===== src/rtl/seg_adder_pkg.sv =====
// Shared types and default sizing for the segmented (chunk-serial) adder.
// Holds the controller state encoding and default operand/chunk widths.
// No logic lives here; the top and its chunk adder import it.
package seg_adder_pkg;

  typedef enum logic [1:0] {
    IDLE = 2'd0,
    RUN  = 2'd1,
    DONE = 2'd2
  } state_t;

  localparam int SEG_N_DEF = 32;
  localparam int SEG_W_DEF = 8;

endpackage


===== src/rtl/seg_adder_chunk_add.sv =====
// Combinational W-bit ripple-carry adder slice used once per RUN cycle.
// Latency: zero cycles (purely combinational).
// Backpressure: none; the caller registers sum and carry as needed.
module chunk_add #(
  parameter int W = 8
) (
  input  logic [W-1:0] i_a,
  input  logic [W-1:0] i_b,
  input  logic         i_c,
  output logic [W-1:0] o_sum,
  output logic         o_c,
  output logic         o_c_msb
);

  logic [W-1:0] w_p;
  logic [W-1:0] w_g;
  logic [W:0]   w_c;

  assign w_p = i_a ^ i_b;
  assign w_g = i_a & i_b;

  // Ripple the carry from bit 0 upward: c[k+1] = g[k] | p[k] & c[k].
  always_comb begin
    w_c    = '0;
    w_c[0] = i_c;
    for (int k = 0; k < W; k++) begin
      w_c[k+1] = w_g[k] | (w_p[k] & w_c[k]);
    end
  end

  assign o_sum   = w_p ^ w_c[W-1:0];
  assign o_c     = w_c[W];
  // Carry into the slice MSB; only meaningful for the top chunk's overflow.
  assign o_c_msb = w_c[W-1];

endmodule


===== src/rtl/seg_adder.sv =====
// Chunk-serial N-bit add/subtract: W bits per cycle over K=N/W cycles.
// Latency: out_valid rises K edges after the accepting edge; one result per K+2 cycles.
// Backpressure: result held in DONE until out_ready; operands accepted only in IDLE.
// Build option: define SEG_ADDER_OVF_EN to build the signed-overflow flag; otherwise ovf is tied 0.
module seg_adder
  import seg_adder_pkg::*;
#(
  parameter int N = SEG_N_DEF,
  parameter int W = SEG_W_DEF
) (
  input  logic         clk,
  input  logic         rst_n,
  input  logic         in_valid,
  output logic         in_ready,
  input  logic [N-1:0] a,
  input  logic [N-1:0] b,
  input  logic         c_in,
  input  logic         sub,
  output logic         out_valid,
  input  logic         out_ready,
  output logic [N-1:0] s,
  output logic         c_out,
  output logic         ovf
);

  localparam int  K      = (W >= 1) ? (N / W) : 1;
  localparam int  IW     = (K > 1) ? $clog2(K) : 1;
  localparam bit  CFG_OK = (W >= 1) && (W <= N) && ((N % ((W >= 1) ? W : 1)) == 0);

  // Refuse to elaborate a width combination that does not split evenly.
  generate
    if (!CFG_OK) begin : g_bad_cfg
      $error("seg_adder: require 1 <= W <= N and N %% W == 0");
    end
  endgenerate

  state_t        r_state;
  logic [N-1:0]  r_a;
  logic [N-1:0]  r_b;
  logic          r_carry;
  logic [IW-1:0] r_idx;
  logic [N-1:0]  r_s;
  logic          r_c_out;

  logic [W-1:0]  w_a_chunk;
  logic [W-1:0]  w_b_chunk;
  logic [W-1:0]  w_sum;
  logic          w_c;
  logic          w_last;

  assign w_a_chunk = r_a[r_idx*W +: W];
  assign w_b_chunk = r_b[r_idx*W +: W];
  assign w_last    = (r_idx == IW'(K - 1));

`ifdef SEG_ADDER_OVF_EN
  logic w_c_msb;
  logic r_ovf;
`else
  logic w_unused_c_msb;
`endif

  chunk_add #(.W(W)) u_chunk_add (
    .i_a     (w_a_chunk),
    .i_b     (w_b_chunk),
    .i_c     (r_carry),
    .o_sum   (w_sum),
    .o_c     (w_c),
`ifdef SEG_ADDER_OVF_EN
    .o_c_msb (w_c_msb)
`else
    .o_c_msb (w_unused_c_msb)
`endif
  );

  // Controller: capture operands in IDLE, add one chunk per RUN cycle, hold result in DONE.
  always_ff @(posedge clk or negedge rst_n) begin
    if (!rst_n) begin
      r_state <= IDLE;
      r_a     <= '0;
      r_b     <= '0;
      r_carry <= 1'b0;
      r_idx   <= '0;
      r_s     <= '0;
      r_c_out <= 1'b0;
`ifdef SEG_ADDER_OVF_EN
      r_ovf   <= 1'b0;
`endif
    end else begin
      case (r_state)
        IDLE: begin
          if (in_valid) begin
            // Subtraction is a + ~b + 1: invert b now, seed the carry with 1.
            r_a     <= a;
            r_b     <= sub ? ~b : b;
            r_carry <= sub ? 1'b1 : c_in;
            r_idx   <= '0;
            r_state <= RUN;
          end
        end
        RUN: begin
          r_s[r_idx*W +: W] <= w_sum;
          r_carry           <= w_c;
          r_idx             <= r_idx + 1'b1;
          if (w_last) begin
            r_c_out <= w_c;
`ifdef SEG_ADDER_OVF_EN
            r_ovf   <= w_c_msb ^ w_c;
`endif
            r_state <= DONE;
          end
        end
        DONE: begin
          // The pop edge only returns to IDLE; the next accept is a cycle later.
          if (out_ready) begin
            r_state <= IDLE;
          end
        end
        default: begin
          r_state <= IDLE;
        end
      endcase
    end
  end

  assign in_ready  = (r_state == IDLE);
  assign out_valid = (r_state == DONE);
  assign s         = r_s;
  assign c_out     = r_c_out;
`ifdef SEG_ADDER_OVF_EN
  assign ovf       = r_ovf;
`else
  assign ovf       = 1'b0;
`endif

endmodule


===== config.mk =====
export PLATFORM = sky130hd
export DESIGN_NAME = seg_adder
export DESIGN_NICKNAME = d
export VERILOG_FILES = /design/src/rtl/seg_adder_pkg.sv /design/src/rtl/seg_adder_chunk_add.sv /design/src/rtl/seg_adder.sv
export SDC_FILE = /design/constraint.sdc
export NUM_CORES = 1
export LEC_CHECK = 0
export ABC_AREA = 1
export CAP_MARGIN = 15
export CORE_MARGIN = 2
export CORE_UTILIZATION = 56
export DETAILED_ROUTE_END_ITERATION = 7
export PLACE_DENSITY = 0.86
export SYNTH_ARGS = -nofsm -noshare
export SYNTH_HDL_FRONTEND = slang
export SYNTH_SLANG_ARGS = --single-unit

===== constraint.sdc =====
create_clock -name clk -period 10.9 [get_ports clk]
set_input_delay 3.27 -clock clk [delete_from_list [all_inputs] [get_ports clk]]
set_output_delay 3.27 -clock clk [all_outputs]
set_load 0.03 [all_outputs]

==> metrics.yaml, run 1 <==
setup_slack_ns: 5.80
reg2reg_depth: 18
yosysWarnings: 0
drtIter0Drc: 248
layout_min_cycle_time_ns: 5.10
antenna_found_initial: 0
cts_buffers: 9
synth_compound_area_share_pct: 2.25
postCtsSetupRepairBufs: 0
max_freq_ghz: 0.196
hpwl_mm: 8.67
finClkSkew_ns: 0.0108
std_cell_rows: 35
fin_crit_sh_pct: 46.8
crit_path_end_kind: "register"
critical-path-top-delay-family: "adder cells"
synthCells: 652
cts_hold_buf: 0
path_buf_inv: 4
synth_fp_nets: 736
drc_errors: 0
nFillCells: 750
p_leak_uw: 0.00329
chipHeight_um: 101
worst-path-stages: 18
cts_root_buf: "clkbuf_8"
clockPowerShare_pct: 11.2
synth_simple_gate_area_share_pct: 32.5
swShare_pct: 47.3
max_cap_violations: 0
grt_usage_pct: 24.8
fin_tns_setup_ns: 0
setup.worst_path.start_class: "register"
p_sw_uw: 889
syn-cell-area_um2: 5220
firstDrtPassIters: 5
cts.sinks: 102
p_per_area_nw_per_um2: 296
synth-xor-area-share_pct: 5.37
syn_avg_cell_area_um2: 8.01
io_pins: 106
cp_max_fo: 23
ant_nets: 0
fin_util_pct: 69.3
relSlewSlack_pct: 46.2
synth-seq-area-share_pct: 48.9
grt_pass1_wl_mm: 19.5
place.port_buffers: 104
synth_mux_area_share_pct: 0
drt-wirelength-per-cell_um: 13.8
core-area_um2: 9150
slowest_stage: "dfrtp_1"
num_vias: 4412
hold_viol_final: 0
crit_path_frequent_cell: "fa_1"
slew_violations: 0
post-place-cells: 839
gp_congestion: 0.885
ys_seq_elements: 102
clk_latency_ns: 0.37
max_stage_delay_ns: 0.69
seq_power_share_pct: 33.9
comb_power_share_pct: 54.9
drive_above_1_share_pct: 3.49
instances_no_fill: 855
synthAdderAreaFrac_pct: 4.51
status: "complete, no violations"
synth_top_family_by_area: "simple AND/OR/NAND/NOR gates"
die_area_um2: 10100
grt_start_max_net_pins: 67
rsz0062_at_grt: "no"
nets: 823
cts.repair.resized: 0
min_path_cells: 2
start_util_pct: 57.0
vias_per_cell: 5.16
critPathRequiredTime_ns: 11.17
cp.arrival_ns: 5.36
dp_worst_setup_slack_ns: 5.75
vdd_drop_max_mv: 0.133
areaGrowthSynthToFinish_pct: 21.4
diodes: 0
cts_tree: "yes"
p_int_uw: 989
grt_pass1_vias: 4282
clk_path_buf_depth: 2
hold_class: "reg2reg"
worstPathCellList: "inv_1 -> nor2_1 -> o21ai_0 -> nand2_1 -> fa_1 -> inv_1 -> fa_1 -> fa_1 -> fa_1 -> fa_1 -> fa_1 -> fa_1 -> inv_1 -> fa_1 -> nand3_1 -> inv_1 -> nand2_1 -> nand2_1"
setup_viol: 0
overflow: 0
final_area_um2: 6340
clk_pin_slew_ns: 0.09
die_x_um: 101
worst_slew_pin_slew_ns: 0.808
ctsHtreeMaxLevel: 3
path_class: "reg2reg"
synth_cell_types: 25
placed_area_um2: 6180
routed_wl_mm: 11.8
[logic make-up after synthesis]
logic type | after synthesis
flip-flops | 102
other | 1
AO/OA/AOI/OAI | 21
XOR/XNOR | 32
AND/OR/NAND/NOR | 424
adder cells (fa/ha/maj) | 14
buffers and inverters | 58
[final timing paths]
check / from / to / slack (ns)
max: r_idx[1] / s[31] / 5.80
max in group asynchronous: rst_n / r_b[17] / 6.88
min: s[27] / s[27] / 0.49
min in group asynchronous: rst_n / s[25] / 2.84
max reg2reg: r_idx[1] / s[31] / 5.80
min reg2reg: s[27] / s[27] / 0.49
[power by group through the flow]
stage               sequential, uW  combinational (uW)  clock, uW
finish                         636                1030        210
global route                   654                1150        227
CTS                            635                1030        212
detailed placement             641                1020          0
global placement               634                 992          0
floorplan                      678                 684          0
[layer usage]
| layer | vias up | global-route usage [%] | share of wire, % |
|---|---|---|---|
| met4 | 0 | 11.2 | 2.9 |
| met1 | 2028 | 32.0 | 42 |
| li1 | 2163 | - | - |
| met5 | - | 0 | 0 |
| met2 | 187 | 41.7 | 48 |
| met3 | 34 | 3.81 | 6.3 |
[worst min-delay path: stages, from the launching register on]
cell     delay [ns]
dfrtp_1        0.35
nand2_1        0.05
nand2_1        0.05
[state kept, by name, indices dropped and copies added, names as in the netlist]
| signal | flops |
|---|---|
| r_state | 2 |
| r_a | 32 |
| r_carry | 1 |
| c_out | 1 |
| r_idx | 2 |
| r_b | 32 |
| s | 32 |
[final cells by class]
type	count	area, um2	area share, %
Inverter	28	108	1.70
Tap cell	111	139	2.19
Clock inverter	3	21.3	0.336
Sequential cell	102	2550	40.3
Multi-Input combinational cell	492	2330	36.8
Clock buffer	13	139	2.19
Timing Repair Buffer	106	1050	16.5
[cell usage after synthesis]
library cell | instances | share of area [%]
nand2_1 | 348 | 25
dfrtp_1 | 102 | 49
nand3_1 | 43 | 4.1
xor2_1 | 32 | 5.4
nor2_1 | 25 | 1.8
inv_1 | 24 | 1.7
o21ai_0 | 15 | 1.4
buf_6 | 12 | 2.6
buf_2 | 9 | 0.86
fa_1 | 8 | 3.1
ha_1 | 6 | 1.4
clkbuf_1 | 5 | 0.36
buf_4 | 4 | 0.58
nor2_4 | 4 | 0.86
o211ai_1 | 4 | 0.58
inv_2 | 2 | 0.14
clkinv_1 | 1 | 0.072
conb_1 | 1 | 0.072
inv_4 | 1 | 0.12
nand2_4 | 1 | 0.22
nand3_2 | 1 | 0.19
nand4_1 | 1 | 0.12
nor2_2 | 1 | 0.12
o21ai_1 | 1 | 0.096
o31ai_1 | 1 | 0.14
[cells in the final DEF (no fill, tap or decap), drive strengths merged]
cell type      count
clkinv             3
buf                4
clkbuf            13
xor2              32
ha                 6
inv               27
dfrtp            102
conb               1
o211ai             4
fa                 8
nand2            349
nor2              30
o21ai             16
nand4              1
clkinvlp           1
nand3             44
o31ai              1
clkdlybuf4s50    102
[metrics by stage]
| step | hold WS, ns | power, uW |
|---|---|---|
| 6_report | 0.485 | 1880 |
| 5_1_grt | 0.503 | 2030 |
| 4_1_cts | 0.486 | 1870 |
| 3_5_place_dp | 0.460 | 1660 |
| 3_3_place_gp | 0.456 | 1630 |
| 2_1_floorplan | 0.444 | 1360 |
Note: power is estimated with default switching activity, not from simulation.
==> run 2: changes to the inputs <==
--- a/config.mk
+++ b/config.mk
@@ -8,9 +8,9 @@
 export ABC_AREA = 1
 export CAP_MARGIN = 15
 export CORE_MARGIN = 2
-export CORE_UTILIZATION = 56
+export CORE_UTILIZATION = 47
 export DETAILED_ROUTE_END_ITERATION = 7
-export PLACE_DENSITY = 0.86
+export PLACE_DENSITY = 0.77
 export SYNTH_ARGS = -nofsm -noshare
 export SYNTH_HDL_FRONTEND = slang
 export SYNTH_SLANG_ARGS = --single-unit
==> constraint.sdc (replaced) <==
create_clock -name clk -period 4.5 [get_ports clk]
set_input_delay 1.35 -clock clk [delete_from_list [all_inputs] [get_ports clk]]
set_output_delay 1.35 -clock clk [all_outputs]
set_load 0.03 [all_outputs]
==> metrics.yaml, run 2 (synthesis results as in run 1) <==
areaGrowthSynthToFinish_pct: 24.4
ant_nets: 0  # unchanged
drt-wirelength-per-cell_um: 13.6  # -0.98%
path_class: "reg2reg"
fin_tns_setup_ns: 0  # unchanged
diodes: 0  # unchanged
rsz0062_at_grt: "no"
fin_util_pct: 59.9  # -9.4 points
p_leak_uw: 0.00335  # +1.8%
hold_start: "r_a[14]"
p_per_area_nw_per_um2: 731  # +150%
nFillCells: 1000  # +33%
instances_no_fill: 891  # +4.2%
core-area_um2: 10800  # +18%
die_x_um: 109  # +8.8%
max_cap_violations: 0  # unchanged
num_vias: 4416  # +0.091%
start_util_pct: 48.2  # -8.9 points
setup_slack_ns: 0.252  # -5.55 ns
slew_violations: 0  # unchanged
grt_pass1_vias: 4364  # +1.9%
hpwl_mm: 9.13  # +5.3%
cts.sinks: 102  # unchanged
busiest_layer: "met2"
cts_tree: "yes"
clk_path_buf_depth: 2  # unchanged
gp_congestion: 0.930  # +5.0%
clk_pin_slew_ns: 0.09  # about the same
critPathRequiredTime_ns: 4.77  # -6.40 ns
setup_viol: 0  # unchanged
std_cell_rows: 38  # +8.6%
power.total_uw: 4750  # +150%
grt_usage_pct: 22.1  # -2.8 points
hold_viol_final: 0  # unchanged
antenna_found_initial: 0  # unchanged
drc_errors: 0  # unchanged
grt_start_max_net_pins: 80  # +19%
post-place-cells: 874  # +4.2%
vdd_drop_max_mv: 0.350  # +160%
status: "complete, no violations"
reg2reg_from: "r_idx[0]"
layout_min_cycle_time_ns: 4.25  # -0.847 ns
dp_worst_setup_slack_ns: 0.133  # -5.61 ns
drtIter0Drc: 247  # -0.40%
firstDrtPassIters: 5  # unchanged
chipHeight_um: 109  # +8.8%
nets: 830  # +0.85%
setup.worst_path.start_class: "register"
overflow: 0  # unchanged
cts_buffers: 9  # unchanged
drive_above_1_share_pct: 4.79  # +1.3 points
crit_start: "r_idx[0]"
fin_crit_sh_pct: 94.4  # +48 points
hold_class: "reg2reg"
crit_path_end_kind: "register"
grt_pass1_wl_mm: 20.4  # +4.8%
cts_root_buf: "clkbuf_8"
met1_usage_pct: 29.3  # -2.7 points
vias_per_cell: 4.96  # -4.0%
layout_common_cells: "nand2_1, clkdlybuf4s50_1, dfrtp_1, nand3_1, xor2_1"
r2r_setup_slack_ns: 0.25  # -5.55 ns
grtUsageMet3_pct: 3.97  # +0.16 points
cp_max_fo: 15  # -35%
io_pins: 106  # unchanged
ctsHtreeMaxLevel: 3  # unchanged
worst_slew_pin_slew_ns: 0.960  # +0.153 ns
mostFrequentLayoutCell: "nand2_1"
cts_hold_buf: 0  # unchanged
finClkSkew_ns: 0.00961  # -0.00123 ns
gr-usage-met2_pct: 36.2  # -5.5 points
place.port_buffers: 104  # unchanged
routed_wl_mm: 12.1  # +3.2%
max_freq_ghz: 0.235  # +20%
multiInputGateArea_um2: 2330  # +0.11%
regArea_um2: 2550  # about the same
die_area_um2: 12000  # +18%
clk_latency_ns: 0.37  # about the same
cp.arrival_ns: 4.52  # -0.84 ns
relSlewSlack_pct: 36.0  # -10 points
-- run 2: area by class of cell --
cell class / instances / area share [%]
Timing Repair Buffer: 113 / 17.0
Multi-Input combinational cell: 492 / 35.9
Tap cell: 140 / 2.70
Clock inverter: 3 / 1.04
Sequential cell: 102 / 39.3
Clock buffer: 13 / 2.29
Inverter: 28 / 1.73
-- run 2: repair_timing --
| action | in CTS | in global routing |
|---|---|---|
| setup endpoints to repair | 0 | 4 |
| setup buffers | 0 | 1 |
| resized for setup | 0 | 4 |
-- run 2: critical path, cell delays in order (launching register included) --
cell and delay [ns]:
dfrtp_2 0.44, buf_4 0.14, buf_4 0.18, nand2_1 0.06
nand3_1 0.08, nand2_1 0.08, fa_1 0.44, fa_1 0.40
fa_1 0.40, fa_2 0.35, fa_1 0.39, fa_1 0.38
inv_1 0.08, fa_1 0.46, nand3_1 0.13, inv_1 0.05
nand2_1 0.06, nand2_1 0.04
-- run 2: layer usage --
metal | vias up | part of all wire, %
li1 | 2181 | -
met3 | 19 | 5.7
met5 | - | 0
met2 | 129 | 48
met1 | 2087 | 45
met4 | 0 | 2.0
-- run 2: path summary, 6_finish.rpt --
kind | depth (start not counted) | end
max in group asynchronous | 2 | r_a[26]
min reg2reg | 2 | r_a[14]
min | 2 | r_a[14]
min in group asynchronous | 1 | s[29]
max reg2reg | 17 | s[31]
max | 17 | s[31]
-- run 2: through the flow --
step	hold slack, ns	cell area [um2]
after CTS	0.490	6480
after global placement	0.460	6260
after detailed placement	0.466	6260
after floorplan	0.444	5220
final	0.486	6490
after global routing	0.498	6490
-- run 2: power by group --
part	total, uW	internal, uW	leakage (uW)	switching (uW)
clock	627	330	0.000104	298
combinational	2560	937	0.00194	1630
sequential	1550	1300	0.00131	257
total	4750	2560	0.00335	2180
